**src/rtl/gray_sync_pkg.sv**
```systemverilog
// Shared helpers and limits for the read-side Gray pointer synchronizer.
package gray_sync_pkg;

  localparam int unsigned MIN_SYNC_STAGES = 2;
  localparam int unsigned MAX_SYNC_STAGES = 4;
  localparam int unsigned MIN_NCH         = 1;
  localparam int unsigned MAX_NCH         = 8;

  // Helper word width; narrower pointers are zero-extended, which leaves the
  // prefix-XOR result of the low bits unchanged.
  localparam int unsigned FUNC_W = 32;

  // Gray to binary: b[MSB]=g[MSB], b[i]=b[i+1]^g[i].
  function automatic logic [FUNC_W-1:0] gray2bin(input logic [FUNC_W-1:0] g);
    logic [FUNC_W-1:0] b;
    b[FUNC_W-1] = g[FUNC_W-1];
    for (int i = FUNC_W - 2; i >= 0; i--) begin
      b[i] = b[i+1] ^ g[i];
    end
    return b;
  endfunction

  // True when more than one bit differs between two Gray samples.
  function automatic logic multi_bit_change(input logic [FUNC_W-1:0] a,
                                            input logic [FUNC_W-1:0] b);
    return ($countones(a ^ b) > 1);
  endfunction

endpackage

```
**src/rtl/gray_ptr_sync_rd_if.sv**
```systemverilog
// Write-pointer crossing bundle between the write side and the read controller.
interface gray_ptr_sync_rd_if #(
  parameter int unsigned ADRRSIZE = 3,
  parameter int unsigned NCH      = 1
);
  localparam int unsigned PW = ADRRSIZE + 1;

  logic [NCH*PW-1:0] wptr_gray;
  logic              err_clr;
  logic [NCH*PW-1:0] rq_wptr_gray;
  logic [NCH*PW-1:0] rq_wptr_bin;
  logic [NCH-1:0]    rq_wptr_upd;
  logic [NCH-1:0]    gray_err;

  modport master (
    output wptr_gray, err_clr,
    input  rq_wptr_gray, rq_wptr_bin, rq_wptr_upd, gray_err
  );

  modport slave (
    input  wptr_gray, err_clr,
    output rq_wptr_gray, rq_wptr_bin, rq_wptr_upd, gray_err
  );
endinterface

```
**src/rtl/gray_ptr_sync_rd_sync_chain.sv**
```systemverilog
// One channel's synchronizer flop chain, synchronous active-high reset.
module sync_chain #(
  parameter int unsigned WIDTH  = 4,
  parameter int unsigned STAGES = 2
) (
  input  logic             rclk,
  input  logic             rrst,
  input  logic [WIDTH-1:0] d,
  output logic [WIDTH-1:0] q
);

  logic [WIDTH-1:0] stage_q [STAGES];

  // Shift the sample down the chain; reset discards everything in flight.
  always_ff @(posedge rclk) begin
    if (rrst) begin
      for (int i = 0; i < int'(STAGES); i++) begin
        stage_q[i] <= '0;
      end
    end else begin
      stage_q[0] <= d;
      for (int i = 1; i < int'(STAGES); i++) begin
        stage_q[i] <= stage_q[i-1];
      end
    end
  end

  assign q = stage_q[STAGES-1];

endmodule

```
**src/rtl/gray_ptr_sync_rd.sv**
```systemverilog
// Read-domain synchronizer for NCH Gray write pointers with registered binary
// copy and change pulse. Optional Gray-legality check: define GRAY_CHECK_EN.
module gray_ptr_sync_rd
  import gray_sync_pkg::*;
#(
  parameter int unsigned ADRRSIZE    = 3,
  parameter int unsigned SYNC_STAGES = 2,
  parameter int unsigned NCH         = 1
) (
  input  logic               rclk,
  input  logic               rrst,
  gray_ptr_sync_rd_if.slave  bus
);

  localparam int unsigned PW = ADRRSIZE + 1;
  localparam int unsigned VW = NCH * PW;

  // Reject unsupported configurations at elaboration.
  if (SYNC_STAGES < MIN_SYNC_STAGES || SYNC_STAGES > MAX_SYNC_STAGES) begin : g_bad_stages
    $error("gray_ptr_sync_rd: SYNC_STAGES=%0d out of range", SYNC_STAGES);
  end
  if (NCH < MIN_NCH || NCH > MAX_NCH) begin : g_bad_nch
    $error("gray_ptr_sync_rd: NCH=%0d out of range", NCH);
  end

  logic [VW-1:0]  sync_q;
  logic [VW-1:0]  bin_nxt;
  logic [NCH-1:0] chg;
  logic [VW-1:0]  bin_q;
  logic [NCH-1:0] upd_q;

  // One independent chain per channel.
  for (genvar c = 0; c < int'(NCH); c++) begin : g_chan
    sync_chain #(.WIDTH(PW), .STAGES(SYNC_STAGES)) u_chain (
      .rclk (rclk),
      .rrst (rrst),
      .d    (bus.wptr_gray[c*PW +: PW]),
      .q    (sync_q[c*PW +: PW])
    );
  end

  assign bus.rq_wptr_gray = sync_q;

  // Binary conversion of the last stage and per-channel change detect.
  always_comb begin
    bin_nxt = '0;
    chg     = '0;
    for (int c = 0; c < int'(NCH); c++) begin
      bin_nxt[c*PW +: PW] = PW'(gray2bin(FUNC_W'(sync_q[c*PW +: PW])));
      chg[c]              = (bin_nxt[c*PW +: PW] != bin_q[c*PW +: PW]);
    end
  end

  // Register the binary copy and the change pulse.
  always_ff @(posedge rclk) begin
    if (rrst) begin
      bin_q <= '0;
      upd_q <= '0;
    end else begin
      bin_q <= bin_nxt;
      upd_q <= chg;
    end
  end

  assign bus.rq_wptr_bin = bin_q;
  assign bus.rq_wptr_upd = upd_q;

`ifdef GRAY_CHECK_EN
  // Warm-up covers the chain refill plus the first compare against the reset value.
  localparam int unsigned WARM = SYNC_STAGES + 1;
  localparam int unsigned CW   = $clog2(WARM + 1);

  logic [CW-1:0]  warm_q;
  logic [VW-1:0]  prev_q;
  logic [NCH-1:0] err_q;
  logic [NCH-1:0] bad;
  logic           chk_en;

  assign chk_en = (warm_q == CW'(WARM));

  // Flag any channel whose synchronized Gray value moved by more than one bit.
  always_comb begin
    bad = '0;
    for (int c = 0; c < int'(NCH); c++) begin
      bad[c] = multi_bit_change(FUNC_W'(sync_q[c*PW +: PW]), FUNC_W'(prev_q[c*PW +: PW]));
    end
  end

  // Saturating warm-up counter, previous-sample register and sticky error bits.
  always_ff @(posedge rclk) begin
    if (rrst) begin
      warm_q <= '0;
      prev_q <= '0;
      err_q  <= '0;
    end else begin
      if (!chk_en) begin
        warm_q <= warm_q + CW'(1);
      end
      prev_q <= sync_q;
      err_q  <= (err_q & ~{NCH{bus.err_clr}}) | (bad & {NCH{chk_en}});
    end
  end

  assign bus.gray_err = err_q;
`else
  assign bus.gray_err = '0;
`endif

endmodule

```
**src/flat_wrapper.sv**
```systemverilog
// flat-port wrapper written by rule: the top's interface ports become plain ports
module gray_ptr_sync_rd_flat import gray_sync_pkg::*;
#(
  parameter int unsigned ADRRSIZE    = 3,
  parameter int unsigned SYNC_STAGES = 2,
  parameter int unsigned NCH         = 1
)
  (rclk, rrst, bus_wptr_gray, bus_err_clr, bus_rq_wptr_gray, bus_rq_wptr_bin, bus_rq_wptr_upd, bus_gray_err);
  gray_ptr_sync_rd_if #(.ADRRSIZE(ADRRSIZE), .NCH(NCH)) bus_i ();
  input  logic rclk;
  input  logic rrst;
  input wire logic [$bits(bus_i.wptr_gray)-1:0] bus_wptr_gray;
  input wire logic [$bits(bus_i.err_clr)-1:0] bus_err_clr;
  output wire logic [$bits(bus_i.rq_wptr_gray)-1:0] bus_rq_wptr_gray;
  output wire logic [$bits(bus_i.rq_wptr_bin)-1:0] bus_rq_wptr_bin;
  output wire logic [$bits(bus_i.rq_wptr_upd)-1:0] bus_rq_wptr_upd;
  output wire logic [$bits(bus_i.gray_err)-1:0] bus_gray_err;
  assign bus_i.wptr_gray = bus_wptr_gray;
  assign bus_i.err_clr = bus_err_clr;
  assign bus_rq_wptr_gray = bus_i.rq_wptr_gray;
  assign bus_rq_wptr_bin = bus_i.rq_wptr_bin;
  assign bus_rq_wptr_upd = bus_i.rq_wptr_upd;
  assign bus_gray_err = bus_i.gray_err;
  gray_ptr_sync_rd #(.ADRRSIZE(ADRRSIZE), .SYNC_STAGES(SYNC_STAGES), .NCH(NCH)) u_core (.rclk(rclk), .rrst(rrst), .bus(bus_i));
endmodule
```
**config.mk**
```make
export PLATFORM = sky130hd
export DESIGN_NAME = gray_ptr_sync_rd_flat
export DESIGN_NICKNAME = d
export VERILOG_FILES = /design/src/rtl/gray_sync_pkg.sv /design/src/rtl/gray_ptr_sync_rd_if.sv /design/src/rtl/gray_ptr_sync_rd_sync_chain.sv /design/src/rtl/gray_ptr_sync_rd.sv /design/src/flat_wrapper.sv
export SDC_FILE = /design/constraint.sdc
export NUM_CORES = 1
export LEC_CHECK = 0
export BUFFER_PORTS_ARGS = -buffer_cell sky130_fd_sc_hd__buf_2
export CAP_MARGIN = 15
export CORE_AREA = 2 2 39 41
export CTS_CLUSTER_SIZE = 25
export DETAILED_ROUTE_END_ITERATION = 12
export DIE_AREA = 0 0 41 43
export PLACE_DENSITY = 0.6
export SYNTH_ARGS = -nofsm -noshare
export SYNTH_HDL_FRONTEND = slang
export SYNTH_SLANG_ARGS = --single-unit
```
**constraint.sdc**
```tcl
create_clock -name rclk -period 1.8 [get_ports rclk]
set_clock_uncertainty 0.2 [all_clocks]
set_input_delay 0.36 -clock rclk [delete_from_list [all_inputs] [get_ports rclk]]
set_output_delay 0.36 -clock rclk [all_outputs]
set_load 0.05 [all_outputs]
```
==> summary.txt <==
Placement
  • Gpl congestion: 0.586
  • HPWL after detailed placement: 459 um
  • Placed Instances: 70
  • I/O Buffers: 14

Global route
  • Initial antenna violation count: 0
  • First-pass GRT wire length: 952 um
  • GRT Overall Usage: 0.0904
  • Grt ovf: 0
  • Pin count of the biggest net entering global routing: 14
  • Vias in the first global route: 260

Clock tree
  • CTS tree: yes
  • CTS Buffer Depth: 2
  • H-tree depth: 1
  • Setup Buffers After CTS: 0
  • Clk_lat worst skew: 260 ps
  • Post-CTS Resized: 0
  • Clock Root Buffer: clkbuf_4
  • Clock transition at path regs: 70 ps
  • Hold buffer count at CTS: 0
  • Clock sinks: 13
  • CTS buffer count: 3

Worst setup path
  • Worst r2r dst: u_core.bus.rq_wptr_upd
  • R2r worst-path depth: 4
  • Highest-delay cell along the critical path: dfxtp_1
  • R2r startpoint: u_core.g_chan[0].u_chain.stage_q[0][6]
  • CP Depth: 1
  • CP Data Arrival Time: 1000 ps
  • Startpoint Class: flop
  • Critical Path Sink: bus_rq_wptr_gray[2]
  • Crit path required time: 1240 ps
  • CP Launch Point: u_core.g_chan[0].u_chain.stage_q[0][6]
  • Reg2Reg Setup Slack: 240 ps
  • Maximum net fanout on the critical path: 7
  • Cell family with most CP delay: flip-flops
  • CP Capture Type: primary output
  • Max incr delay on CP: 430 ps
  • WS Path Type: flop to primary output
  • CP cell instances: buf_2
  • Buffers & Inverters on Critical Path: 1

Floorplanning
  • Initial Utilization: 0.348
  • Height of the die: 43 um
  • Core region area: 1380 um2
  • Io pins: 17
  • Die Wd: 41 um
  • Row count: 14
  • Die ar.: 1760 um2

Route
  • # DRC: 0
  • Vias per inst: 4.18
  • Routed via count: 309
  • Antenna Violating Nets Remaining: 0
  • Drt first-iter violations: 3
  • WL final: 610 um
  • DR WL/cell: 8.24 um
  • DRT Pass-1 Iters: 4

Synth
  • Yosys reg bits: 13
  • Post-Syn Area: 482 um2
  • Mean post-synth cell area: 10.7 um2
  • Post-synth top area cell: dfxtp_1
  • Cell count after synthesis: 45
  • Top cell type's share of synthesized area: 0.540
  • Net count after synthesis: 52
  • Synth cell types: 17
  • Top cells by area, synth: dfxtp_1 (54%), nor2b_1 (12%), buf_4 (7.8%), xor2_1 (5.5%), xnor3_1 (4.7%)
  • Synth Warn #: 0
  • Seq/Total Area, Yosys: 0.540

Pwr
  • Final Total Pwr: 0.587 mW
  • Leak: 0.268 nW
  • Max IR drop VDD: 0.387 mV
  • Pwr Density: 1040 nW/um2

Cells and area
  • FILL cells: 148
  • Area Growth Syn to Fin: 17.1%
  • Most frequent cells in the layout: buf_2 (14), dfxtp_1 (13), nor2b_1 (9)
  • Post-layout util: 0.408
  • Most common cell after layout, fill and taps aside: buf_2
  • Post-Layout Cell Count: 74
  • # diodes: 0
  • Share of cells above drive strength 1: 0.328
  • Layout Nets: 66

STA
  • Fin. Hold Viols: 0
  • # setup viols final: 0
  • Setup TNS: 0 ps
  • F_max: 0.641 GHz
  • Tcrit/Tclk final: 0.867
  • Unrepaired setup endpoints after global routing: no
  • Final Max Tran Viols: 0
  • Minimum clock period: 1560 ps
  • Hold_ws: 97.6 ps

Worst hold path
  • Hold crit path type: input port to flop

Run status
  • Status: complete, no violations

Run
  • Maximum Capacitance Violations: 0
metal layers:
layer | vias to the layer above | wire (um) | GRT usage
met3 | 0 | 48 | 0.0471
met4 | 0 | 0 | 0.100
met1 | 132 | 271 | 0.0967
met2 | 11 | 289 | 0.113
met5 | - | 0 | 0
li1 | 166 | - | -
worst min path at each step:
stage / slack, ps / cells past startpoint / startpoint / to
finish: 100 / 2 / bus_wptr_gray[0] / u_core.g_chan[0].u_chain.stage_q[0][0]
global route: 90 / 2 / bus_wptr_gray[0] / u_core.g_chan[0].u_chain.stage_q[0][0]
CTS: 90 / 2 / bus_wptr_gray[0] / u_core.g_chan[0].u_chain.stage_q[0][0]
detailed placement: 220 / 1 / u_core.g_chan[0].u_chain.stage_q[0][3] / u_core.g_chan[0].u_chain.stage_q[0][7]
global placement: 220 / 1 / u_core.g_chan[0].u_chain.stage_q[0][1] / u_core.g_chan[0].u_chain.stage_q[0][5]
floorplan: 210 / 1 / u_core.g_chan[0].u_chain.stage_q[0][0] / u_core.g_chan[0].u_chain.stage_q[0][4]
synth_stat cells (all sizes together):
cell	instances
a211oi	1
a21oi	2
a31o	1
buf	5
clkbuf	1
conb	1
dfxtp	13
nand2b	1
nand3	1
nand3b	1
nor2	2
nor2b	9
o21ai	1
or2b	1
or3	1
xnor3	1
xor2	3
flip-flops by register name, indices dropped and copies added, names as in the netlist:
register and cells:
u_core.bus.rq_wptr_upd 1, u_core.g_chan.u_chain.stage_q 8, u_core.bus.rq_wptr_bin 4
cell type report:
class                      instances  area, um2  share of cell area
sequential                        13        260               0.461
clock buffer                       4       26.3              0.0466
tap                               16       20.0              0.0355
timing repair buffer              15       77.6               0.137
multi-input combinational         26        180               0.319
logic make-up after synthesis:
kind of cell,share of synthesized area
buf+inv,0.0857
other cells,0.00778
compound gates,0.0649
simple gates,0.200
xor+xnor,0.101
flops,0.540
metrics by stage:
| stage | area [um2] | setup slack, ps |
|---|---|---|
| after detailed placement | 538 | 229 |
| final | 564 | 239 |
| after global routing | 564 | 114 |
| after CTS | 564 | 207 |
| after global placement | 538 | 227 |
| after floorplan | 482 | 178 |
where the power goes:
| part | internal, mW | switching (mW) | total, mW |
|---|---|---|---|
| Combinational | 0.0341 | 0.0700 | 0.104 |
| Sequential | 0.305 | 0.00810 | 0.313 |
| Clock | 0.0857 | 0.0848 | 0.170 |
Power figures use the tool's default switching activity.
